`src/rtl/fc_cpu_bus_master.sv`:
```
// Famicom CPU-side bus initiator: one free-running M2 period per host command, plus power-up m2_rst.
// Define FCBUS_RDSUM_EN to add the rd_sum read-data accumulator (rd_sum / rd_sum_clr ports).
module fc_cpu_bus_master #(
  parameter int unsigned M2_LOW_CYC  = 14,
  parameter int unsigned M2_HIGH_CYC = 14,
  parameter int unsigned RST_M2_CYC  = 8
) (
  input  logic        osc50,
  input  logic        rst,
  input  logic        cmd_valid,
  output logic        cmd_ready,
  input  logic        cmd_rw,
  input  logic [15:0] cmd_addr,
  input  logic [7:0]  cmd_wdata,
  output logic        rsp_valid,
  output logic [7:0]  rsp_rdata,
  output logic        m2,
  output logic        m2_rst,
  output logic        romsel,
  output logic        cpu_rw,
  output logic [14:0] cpu_addr,
  output logic [7:0]  cpu_data_out,
  output logic        cpu_data_oe,
  input  logic [7:0]  cpu_data_in
`ifdef FCBUS_RDSUM_EN
  ,
  output logic [15:0] rd_sum,
  input  logic        rd_sum_clr
`endif
);

  localparam int unsigned PERIOD = M2_LOW_CYC + M2_HIGH_CYC;
  localparam int unsigned CNT_W  = $clog2(PERIOD);
  localparam int unsigned FALL_W = $clog2(RST_M2_CYC + 1);
  localparam logic [CNT_W-1:0]  CNT_LAST  = CNT_W'(PERIOD - 1);
  localparam logic [CNT_W-1:0]  CNT_HIGH  = CNT_W'(M2_LOW_CYC);
  localparam logic [FALL_W-1:0] FALL_DONE = FALL_W'(RST_M2_CYC);

  typedef enum logic {ST_RST_SEQ, ST_RUN} state_e;

  state_e              state_q, state_d;
  logic [CNT_W-1:0]    cnt_q, cnt_d;
  logic [FALL_W-1:0]   fall_q, fall_d;
  logic                m2_q, m2_d, m2_rst_q, m2_rst_d, romsel_q, romsel_d;
  logic                a15_q, a15_d, rw_q, rw_d, oe_q, oe_d;
  logic [14:0]         addr_q, addr_d;
  logic [7:0]          dout_q, dout_d;
  logic                rdy_q, rdy_d;
  logic                pend_q, pend_d, pend_rw_q, pend_rw_d;
  logic [15:0]         pend_addr_q, pend_addr_d;
  logic [7:0]          pend_wdata_q, pend_wdata_d;
  logic                rd_act_q, rd_act_d;
  logic                rsp_q, rsp_d;
  logic [7:0]          rdata_q, rdata_d;
  logic                bnd_c, lo1_c, acc_c;

  assign bnd_c = (cnt_q == CNT_LAST);
  assign lo1_c = (cnt_q == '0);
  assign acc_c = cmd_valid & rdy_q;

  always_comb begin
    state_d      = state_q;
    cnt_d        = bnd_c ? '0 : cnt_q + CNT_W'(1);
    m2_d         = (cnt_d >= CNT_HIGH);
    fall_d       = fall_q;
    m2_rst_d     = m2_rst_q;
    a15_d        = a15_q;
    rw_d         = rw_q;
    oe_d         = oe_q;
    addr_d       = addr_q;
    dout_d       = dout_q;
    pend_d       = pend_q;
    pend_rw_d    = pend_rw_q;
    pend_addr_d  = pend_addr_q;
    pend_wdata_d = pend_wdata_q;
    rd_act_d     = rd_act_q;
    rsp_d        = 1'b0;
    rdata_d      = rdata_q;

    // Power-up sequence: release m2_rst the cycle after the last counted M2 fall
    case (state_q)
      ST_RST_SEQ: begin
        if (fall_q == FALL_DONE) begin
          state_d  = ST_RUN;
          m2_rst_d = 1'b1;
        end else if (bnd_c) begin
          fall_d = fall_q + FALL_W'(1);
        end
      end
      ST_RUN:  m2_rst_d = 1'b1;
      default: state_d = ST_RST_SEQ;
    endcase

    rdy_d = (state_d == ST_RUN) && (cnt_d == CNT_LAST);

    // Last HIGH cycle: latch the next command and sample the read in flight
    if (bnd_c) begin
      pend_d = acc_c;
      if (acc_c) begin
        pend_rw_d    = cmd_rw;
        pend_addr_d  = cmd_addr;
        pend_wdata_d = cmd_wdata;
      end
      if (rd_act_q) begin
        rsp_d   = 1'b1;
        rdata_d = cpu_data_in;
      end
    end

    // Bus changes only after the first LOW cycle, giving one cycle of hold past the M2 fall
    if (lo1_c) begin
      rd_act_d = pend_q & pend_rw_q;
      if (pend_q) begin
        rw_d   = pend_rw_q;
        oe_d   = ~pend_rw_q;
        a15_d  = pend_addr_q[15];
        addr_d = pend_addr_q[14:0];
        if (!pend_rw_q) dout_d = pend_wdata_q;
      end else begin
        rw_d  = 1'b1;
        oe_d  = 1'b0;
        a15_d = 1'b0;
      end
    end

    romsel_d = ~(a15_d & m2_d);
  end

  always_ff @(posedge osc50) begin
    if (rst) begin
      state_q      <= ST_RST_SEQ;
      cnt_q        <= '0;
      fall_q       <= '0;
      m2_q         <= 1'b0;
      m2_rst_q     <= 1'b0;
      romsel_q     <= 1'b1;
      a15_q        <= 1'b0;
      rw_q         <= 1'b1;
      oe_q         <= 1'b0;
      addr_q       <= '0;
      dout_q       <= '0;
      rdy_q        <= 1'b0;
      pend_q       <= 1'b0;
      pend_rw_q    <= 1'b1;
      pend_addr_q  <= '0;
      pend_wdata_q <= '0;
      rd_act_q     <= 1'b0;
      rsp_q        <= 1'b0;
      rdata_q      <= '0;
    end else begin
      state_q      <= state_d;
      cnt_q        <= cnt_d;
      fall_q       <= fall_d;
      m2_q         <= m2_d;
      m2_rst_q     <= m2_rst_d;
      romsel_q     <= romsel_d;
      a15_q        <= a15_d;
      rw_q         <= rw_d;
      oe_q         <= oe_d;
      addr_q       <= addr_d;
      dout_q       <= dout_d;
      rdy_q        <= rdy_d;
      pend_q       <= pend_d;
      pend_rw_q    <= pend_rw_d;
      pend_addr_q  <= pend_addr_d;
      pend_wdata_q <= pend_wdata_d;
      rd_act_q     <= rd_act_d;
      rsp_q        <= rsp_d;
      rdata_q      <= rdata_d;
    end
  end

  assign cmd_ready    = rdy_q;
  assign rsp_valid    = rsp_q;
  assign rsp_rdata    = rdata_q;
  assign m2           = m2_q;
  assign m2_rst       = m2_rst_q;
  assign romsel       = romsel_q;
  assign cpu_rw       = rw_q;
  assign cpu_addr     = addr_q;
  assign cpu_data_out = dout_q;
  assign cpu_data_oe  = oe_q;

`ifdef FCBUS_RDSUM_EN
  logic [15:0] sum_q, sum_d;

  // Running sum of returned read bytes; clear takes priority over a same-cycle add
  always_comb begin
    sum_d = sum_q;
    if (rd_sum_clr)  sum_d = '0;
    else if (rsp_q)  sum_d = sum_q + 16'(rdata_q);
  end

  always_ff @(posedge osc50) begin
    if (rst) sum_q <= '0;
    else     sum_q <= sum_d;
  end

  assign rd_sum = sum_q;
`endif

endmodule

```
`config.mk`:
```
export PLATFORM = sky130hd
export DESIGN_NAME = fc_cpu_bus_master
export DESIGN_NICKNAME = d
export VERILOG_FILES = /design/src/rtl/fc_cpu_bus_master.sv
export SDC_FILE = /design/constraint.sdc
export NUM_CORES = 1
export LEC_CHECK = 0
export ABC_AREA = 1
export CAP_MARGIN = 5
export CORE_ASPECT_RATIO = 1.75
export CORE_MARGIN = 2
export CORE_UTILIZATION = 42
export CTS_CLUSTER_DIAMETER = 50
export DETAILED_ROUTE_END_ITERATION = 6
export GPL_TIMING_DRIVEN = 0
export PLACE_DENSITY = 0.73
export RECOVER_POWER = 50
export SYNTH_ARGS = -nofsm -noshare
export SYNTH_HDL_FRONTEND = slang
export SYNTH_SLANG_ARGS = --single-unit
```
`constraint.sdc`:
```
create_clock -name osc50 -period 1.4 [get_ports osc50]
set_clock_uncertainty 0.15 [all_clocks]
set_input_delay 0.28 -clock osc50 [delete_from_list [all_inputs] [get_ports osc50]]
set_output_delay 0.28 -clock osc50 [all_outputs]
set_load 0.02 [all_outputs]
```
# --- Yosys cells after proc, flatten, opt, wreduce, memory -nomap -nowiden ---
# Index checks and enable logic that the tools add are counted.
classes:
  add_sub_neg: 2
  order_cmp: 1
  n_eq_ne: 4
  n_mux: 10
  n_bitwise: 8
  reduce_logical: 8
ops:
  columns: ["op", "n"]
  rows:
  - ["$eq 5x5->1 const B", 2]
  - ["$mux 1", 8]
  - ["$reduce_and 2->1", 3]
  - ["$reduce_and 3->1", 2]
  - ["$add 5x1->5 const B", 1]
  - ["$ge 5x4->1 const B", 1]
  - ["$logic_not 5->1", 1]
  - ["$mux 5", 1]
  - ["$not 1->1", 5]
  - ["$add 4x1->4 const B", 1]
  - ["$eq 4x4->1 const B", 1]
  - ["$and 1x1->1", 3]
  - ["$ne 2x2->1 const B", 1]
  - ["$pmux 1 s2", 1]
  - ["$reduce_or 2->1", 1]
  - ["$logic_and 1x1->1", 1]
word_totals:
  reg_bits: 76
  in_bits: 36
  out_inout_bits: 38
  wordCells: 52

# --- Longest topological paths before layout ---
# Gate-level depths: netlist of run 1.
depth:
  word_depth: 5
  mapped_depth: 9

# --- Worst setup path after synthesis of run 1 ---
# No wires, ideal clock.
synth_timing:
  kind: "register to register"
  start: "register cnt_q[0]"
  end: "register pend_addr_q[10]"
  arrival_ps: 1256
  required_ps: 1134
  path_slack_ps: -122
  stages_incl_launch_ff: 10
  path_buffers: 1
  synth_period_minus_slack_ps: 1522
  path_cell_list: "dfxtp_1 -> ha_1 -> nand2_1 -> clkinv_1 -> nand2_2 -> nor2_8 -> inv_4 -> buf_6 -> nor2_1 -> nor2_1"
synth_via:
  elab_chain_cells: 2
synth_rtl:
  columns: ["element", "line", "text"]
  rows:
  - ["start, declared", "42", "logic [CNT_W-1:0] cnt_q, cnt_d;"]
  - ["start signal, assigned", "152", "cnt_q <= cnt_d;"]
  - ["$eq 5x5->1", "57", "assign bnd_c = (cnt_q == CNT_LAST);"]
  - ["$reduce_and 2->1 (no source line)", null, null]
  - ["end signal, assigned", "165", "pend_addr_q <= pend_addr_d;"]
  - ["end, declared", "50", "logic [15:0] pend_addr_q, pend_addr_d;"]
# Every way passes these cells.
# A chain may end at the register's enable or synchronous reset.

# --- Final worst setup path of run 1 ---
layout_timing:
  start: "register cnt_q[0]"
  end: "register dout_q[3], in the netlist cpu_data_out[3]"
layout_via:
  elab_chain_cells: 2
layout_rtl:
  columns: ["element", "line", "text"]
  rows:
  - ["$logic_not 5->1", "58", "assign lo1_c = (cnt_q == '0);"]
  - ["$reduce_and 3->1 (no source line)", null, null]
  - ["end signal, assigned", "161", "dout_q <= dout_d;"]
  - ["end, declared", "47", "logic [7:0] dout_q, dout_d;"]
# Every way passes these cells.

==> metrics.md, run 1 <==
| Metric | Value |
|---|---|
| PwrDens | 1012 nW/um^2 |
| CTS max path bufs | 2 |
| Number of diodes | 0 |
| TritonCTS clock tree | yes |
| Placer Congestion | 0.8202 |
| Register area share after synthesis | 0.5212 |
| Commonest non-fill, non-tap cell in the layout | dfxtp_1 |
| Setup WS post-layout | -126.9 ps |
| Avg Inst Size Synth | between 7 and 8 sq um |
| Min cycle time layout | 1527 ps |
| WS Path Type | register to register |
| Core ar. | around 6800 sq um |
| Flop2flop setup slack | -130 ps |
| Multi-input gate area | 1485 sq um |
| Status | complete, but fails checks |
| Total grt overflow | 0 |
| Crit end category | register |
| Failing checks | negative setup slack |
| Worst Tran Pin Value | 619.4 ps |
| Leak Pwr | 1.915 nW |
| RSZ-0062 raised after global routing | true |
| CP arrival | 1640 ps |
| # fillers | 586 |
| Total die area | approximately 7700 sq um |
| # nets final | 518 |
| Slowest stage delay, CP | 370 ps |
| Vias after detailed routing | 2746 |
| Crit-path cells | inv_4 -> ha_4 -> nand3_4 -> nor2_8 -> nand2_4 -> buf_6 -> nand2_2 -> nand2_1 -> nor2_1 |
| Final Max Tran Viols | 0 |
| Netlist cell types | 24 |
| Vias in the first global route | 2749 |
| Layout cells sized above 1 | 0.3236 |
| Rows | 40 |
| Gr usage total | 0.2140 |
| Max-cap violation count | 0 |
| Io pins | between 70 and 80 |
| WP buf/inv | 2 |
| Total Wirelength | 7493 um |
| Syn_nets | 415 |
| Routed Antenna Nets | 0 |
| Starting density of the core | 0.4289 |
| Synthesized instance count | between 300 and 400 |
| Clock slew at reported path FFs | 50 ps |
| Placed cells | 529 |
| Die width | 67.02 um |
| First-pass GRT wire length | about 12000 um |
| # setup viols final | between 60 and 70 |
| Num CTS Buffers | 9 |
| HP Class | primary input to register |
| Crit path max-delay family | simple AND/OR/NAND/NOR gates |
| Residual DRC | 0 |
| Die H | 114.3 um |
| Hpwl dp | 4872 um |
| Number of port buffers | roughly 70 |
| Worst ir drop on vdd | 0.9306 mV |
| Vias per inst | 4.877 |
| FF+latch area | 1530 sq um |
| CP max-delay cell | dfxtp_4 |
| Fin. Hold Viols | 0 |
| Mapped cell area | 2919 sq um |
| CP Max Fanout | 7 |
| Later-pin clock latency in the skew report | 330 ps |
| Non-filler cells in the finished layout | between 500 and 600 |
| Sink Count | 76 |
| Largest net degree at the start of global routing | 12 |
| Antenna violations before repair | 0 |
| Period Utilization, post-route | 1.091 |
| Required time worst endpoint | 1520 ps |
| Area Overhead vs Synth | 54.95% |
| Fmax | between 600 and 700 MHz |
| CP Launch Type | register |
| Initial DRC count | ~140 |
| Max_slew headroom | 0.5871 |
| Root buf cell | clkbuf_16 |
| TritonRoute pass-1 iters | 4 |
| Htree depth | 3 |
| Synth warn | 0 |
| WL/cell | 13.31 um |
| Register bit total from synthesis | 76 |
| Final Util | 0.6645 |
| Most frequent cells in the layout | 73 x dfxtp_1, 72 x nor2_1, 37 x nand2_1 |
==> per-layer routing <==
| metal | track usage | wire length, um |
|---|---|---|
| met1 | 0.2386 | 2860 |
| met2 | 0.3670 | 4072 |
| met3 | 0.04621 | 301 |
| met4 | 0.1170 | 259 |
| met5 | 0 | 0 |
==> power breakdown <==
group	switching, W	total (W)	internal (W)
logic	0.000126	0.000280	0.000154
registers	0.0000162	0.00219	0.00217
clock network	0.000827	0.00211	0.00128
total	0.000969	0.00458	0.00361
==> cells by family after synthesis <==
group | after synthesis | synth area share
compound gates | 59 | 0.1020
flops | 76 | 0.5212
xor+xnor | 2 | 0.006002
simple gates | 185 | 0.2670
fa+ha+maj | 6 | 0.02572
buf+inv | 45 | 0.07802
==> flip-flops by register name (all words and copies together) (netlist names) <==
register and count:
rd_act_q 1, romsel 1, rsp_valid 1, pend_addr_q 16, m2_rst 1, cpu_addr 15, cpu_data_oe 1, cmd_ready 1
cpu_data_out 8, m2 1, pend_q 1, rsp_rdata 8, pend_wdata_q 8, state_q 1, pend_rw_q 1, cnt_q 5
fall_q 4, cpu_rw 1, a15_q 1
==> synthesized netlist by cell type <==
| library cell | count | area [sq um] |
|---|---|---|
| xnor2_1 | 1 | 8.760 |
| a21oi_1 | 15 | 75.07 |
| buf_4 | 1 | 7.510 |
| xor2_1 | 1 | 8.760 |
| nand2_4 | 2 | 22.52 |
| inv_4 | 1 | 6.260 |
| o211ai_1 | 1 | 7.510 |
| clkbuf_1 | 8 | 30.03 |
| buf_1 | 1 | 3.750 |
| o21ai_0 | 43 | 215.2 |
| inv_1 | 24 | 90.09 |
| nor3_1 | 2 | 10.01 |
| nor2_1 | 113 | 424.2 |
| buf_6 | 7 | 78.83 |
| nand3_1 | 13 | 65.06 |
| nand3_4 | 1 | 17.52 |
| ha_1 | 6 | 75.07 |
| inv_2 | 2 | 7.510 |
| nor2_2 | 1 | 6.260 |
| nand2_2 | 1 | 6.260 |
| nand2_1 | 50 | 187.7 |
| dfxtp_1 | 76 | 1521 |
| clkinv_1 | 1 | 3.750 |
| nor2_8 | 2 | 40.04 |
==> worst reg2reg max path, delay by kind of cell (launching register included) <==
family                     cells  cell delay (ps)
buffers and inverters          2              210
adders and majority gates      1              130
DFF                            1              370
and+or+nand+nor                6              610
==> worst paths after layout <==
path	start	end	cells after the start
setup / recovery	cnt_q[0]$_SDFF_PP0_	cpu_data_out[3]$_SDFFE_PP0P_	9
hold / removal	rst	cnt_q[0]$_SDFF_PP0_	2
setup reg to reg	cnt_q[0]$_SDFF_PP0_	cpu_data_out[3]$_SDFFE_PP0P_	9
hold reg to reg	pend_rw_q$_SDFFE_PP1P_	rd_act_q$_SDFFE_PP0N_	2
==> final cells by class <==
type                    count  share of cell area
repair buffers             92              0.1953
clock inverters             2            0.002213
plain buffers              16             0.02739
inverters                  28             0.02822
well taps                  84             0.02324
clock buffers              12             0.05698
flip-flops and latches     76              0.3383
multi-input cells         253              0.3284
==> through the flow <==
stage | TNS, ps | hold WS, ps | power [W] | cell area, sq um | setup WS [ps]
floorplan | -1042 | 260.4 | 0.002321 | 2960 | -39.79
global placement | -10630 | 298.4 | 0.002442 | 3786 | -323.3
detailed placement | -11830 | 303.6 | 0.002448 | 3786 | -327.4
CTS | -4007 | 175.9 | 0.004595 | 4462 | -109.0
global route | -10100 | 248.2 | 0.004717 | 4523 | -209.7
finish | -5583 | 197.3 | 0.004579 | 4523 | -126.9
==> timing repair <==
item,4_1_cts,5_1_grt
buffers inserted,16,2
endpoints found under the setup margin,106,85
cloned,3,0
pin swaps,19,18
resized for setup,170,65
hold buffers,0,0
No activity file was read; power rests on OpenSTA's default activity.
==> run 2, diff against run 1 <==
- GPL_ROUTABILITY_DRIVEN: not set -> 0
==> results of run 2 <==
Same layout as run 1: the final DEF is identical, and so are final timing and power.
==> run 3, diff against run 2 <==
- CORE_UTILIZATION: 42 -> 40
- PLACE_DENSITY: 0.73 -> 0.67
- clock period: 1.4 -> 1.97 ns (I/O delays scaled with it)
==> run 3 against run 2 <==
The flow now finishes without violations; critical path depth shrank 8; sequential share of layout area up 4.0 points; register-to-register slack improved by 320 ps; non-clock buffer count fell by 19; critical path type is now register to output pin; critical endpoint is now rsp_rdata[6]; highest routed layer unchanged.
==> metrics.md, run 3 (same netlist as run 1, synthesis figures left out) <==
| Metric | Value |
|---|---|
| Status | finished clean |
| Total Wirelength | 6560 um (-12%) |
| Crit end category | output pin |
| RSZ-0062 raised after global routing | false |
| Leak Pwr | 1.822 nW (-4.9%) |
| Crit path max-delay family | buffers and inverters |
| CTS max path bufs | 2 (unchanged) |
| Max_slew headroom | 0.6774 (+0.09033) |
| Fmax | 541.1 MHz |
| Comb power frac | 0.042 (-0.019) |
| Fin. Hold Viols | 0 (unchanged) |
| Clock slew at reported path FFs | 60 ps (about the same) |
| Vias in the first global route | 2474 (-10%) |
| Vias per inst | 4.636 (-4.9%) |
| WS Path Type | register to output pin |
| Switch Pwr | 0.0006582 W (-32%) |
| Largest net degree at the start of global routing | 12 (unchanged) |
| Worst ir drop on vdd | 0.5747 mV (-38%) |
| Total die area | 8024 sq um (+4.8%) |
| Post-CTS Resized | 0 (-100%) |
| Initial DRC count | 99 (-29%) |
| Sink Count | 76 (unchanged) |
| Setup TNS | 0 ps (+5583 ps) |
| CP arrival | 1300 ps (-340 ps) |
| # setup viols final | 0 (-100%) |
| Antenna violations before repair | 0 (unchanged) |
| FF+latch area | 1521 sq um (-0.57%) |
| Io pins | 74 (unchanged) |
| First-pass GRT wire length | 10720 um (-14%) |
| Vias after detailed routing | 2536 (-7.6%) |
| Die width | 68.58 um (+2.3%) |
| Crit-path cells | clkdlybuf4s50_1 |
| # fillers | 698 (+19%) |
| Residual DRC | 0 (unchanged) |
| Gr usage total | 0.1817 (-0.03228) |
| Min cycle time layout | about 1800 ps |
| Root buf cell | clkbuf_16 |
| Routed Antenna Nets | 0 (unchanged) |
| Die H | 117.0 um (+2.4%) |
| Most frequent cells in the layout | 113 x nor2_1, 76 x dfxtp_1, 71 x clkdlybuf4s50_1 |
| WL/cell | 11.99 um (-9.9%) |
| Post-CTS Setup Bufs | 0 (-16) |
| Later-pin clock latency in the skew report | 330 ps (about the same) |
| PwrDens | 805.1 nW/um^2 (-20%) |
| Final Max Tran Viols | 0 (unchanged) |
| TritonCTS clock tree | yes |
| Hpwl dp | 4815 um (-1.2%) |
| Multi-input gate area | 1157 sq um (-22%) |
| Final hold slack | 272.2 ps (+74.86 ps) |
| Commonest non-fill, non-tap cell in the layout | nor2_1 |
| WP buf/inv | 1 (-1) |
| Slowest stage delay, CP | 630 ps (+260 ps) |
| Power share of the clock group | 0.478 (+0.018) |
| TritonRoute pass-1 iters | 4 (unchanged) |
| Worst Tran Pin Value | 483.9 ps (-135.5 ps) |
| HP Class | primary input to register |
| # nets final | 498 (-3.9%) |
| Reg power frac | 0.480 (+0.002) |
| Layout cells sized above 1 | 0.06291 (-0.2607) |
| Max-cap violation count | 0 (unchanged) |
| CP Launch Type | register |
| Max reg flops | 16 (unchanged) |
| Period Utilization, post-route | 0.9381 |
| Total grt overflow | 0 (unchanged) |
| Number of diodes | 0 (unchanged) |
| Required time worst endpoint | 1430 ps (-90 ps) |
| Largest Register | pend_addr_q |
| Htree depth | 3 (unchanged) |
| Internal Pwr Total | 0.002576 W (-29%) |
| Sw frac | 0.2035 (-0.008069) |
| Rows | 41 (+2.5%) |
| Hold buffer count at cts | 0 (unchanged) |
| Area Overhead vs Synth | 37.63% |
| Number of port buffers | 72 (unchanged) |
| Core ar. | 7131 sq um (+4.8%) |
| Starting density of the core | 0.4094 (-0.01949) |
| CP max-delay cell | clkdlybuf4s50_1 |
| Num CTS Buffers | 9 (unchanged) |
| CP Max Fanout | 2 (-5) |
[run 3: changes by cell type in the layout (fill, tap and decap cells not counted), sizes merged, moves of 10 or more]
cell,before,now
clkdlybuf4s50,34,71
buf,28,9
clkbuf,33,23
clkdlybuf4s15,24,0
[run 3: cell type report]
class	instances	area share
clock inverters	1	0.001246
plain buffers	17	0.02990
well taps	86	0.02678
inverters	28	0.02678
clock buffers	15	0.06914
repair buffers	72	0.1794
flip-flops and latches	76	0.3787
multi-input cells	252	0.2881
[run 3: final timing paths]
path,cells past startpoint,slack [ps],startpoint,to
worst min register to register,2,310,rsp_rdata[2]$_SDFFE_PP0P_,rsp_rdata[2]$_SDFFE_PP0P_
worst max register to register,8,190,cnt_q[0]$_SDFF_PP0_,cpu_data_out[2]$_SDFFE_PP0P_
worst max-delay path,1,120,rsp_rdata[6]$_SDFFE_PP0P_,rsp_rdata[6]
worst min-delay path,2,270,rst,cnt_q[0]$_SDFF_PP0_
[run 3: metrics by stage]
stage / worst slack (ps) / std cells / cell area (sq um) / total power (W) / utilization
final: 122.0 / 547 / 4018 / 0.003235 / 0.5634
after global routing: 68.49 / 547 / 4018 / 0.003343 / 0.5634
after CTS: 115.6 / 547 / 4030 / 0.003268 / 0.5652
after detailed placement: 100.8 / 531 / 3747 / 0.001729 / 0.5255
after global placement: 108.0 / 531 / 3747 / 0.001726 / 0.5255
after floorplan: 448.3 / 373 / 2919 / 0.001640 / -
[run 3: routing by layer]
| metal | wire length [um] | GRT usage | share of wire | vias to the layer above |
|---|---|---|---|---|
| li1 | - | - | - | 1332 |
| met4 | 176 | 0.09867 | 0.027 | 0 |
| met2 | 3572 | 0.3128 | 0.54 | 49 |
| met3 | 244 | 0.05163 | 0.037 | 10 |
| met5 | 0 | 0 | 0 | - |
| met1 | 2567 | 0.1939 | 0.39 | 1145 |
[run 3: power groups by stage]
stage | clock network (W) | logic [W] | registers, W
2_1_floorplan | 0 | 0.0000563 | 0.00158
4_1_cts | 0.00157 | 0.000145 | 0.00155
6_report | 0.00155 | 0.000137 | 0.00155
3_3_place_gp | 0 | 0.000142 | 0.00158
5_1_grt | 0.00164 | 0.000151 | 0.00155
3_5_place_dp | 0 | 0.000144 | 0.00158
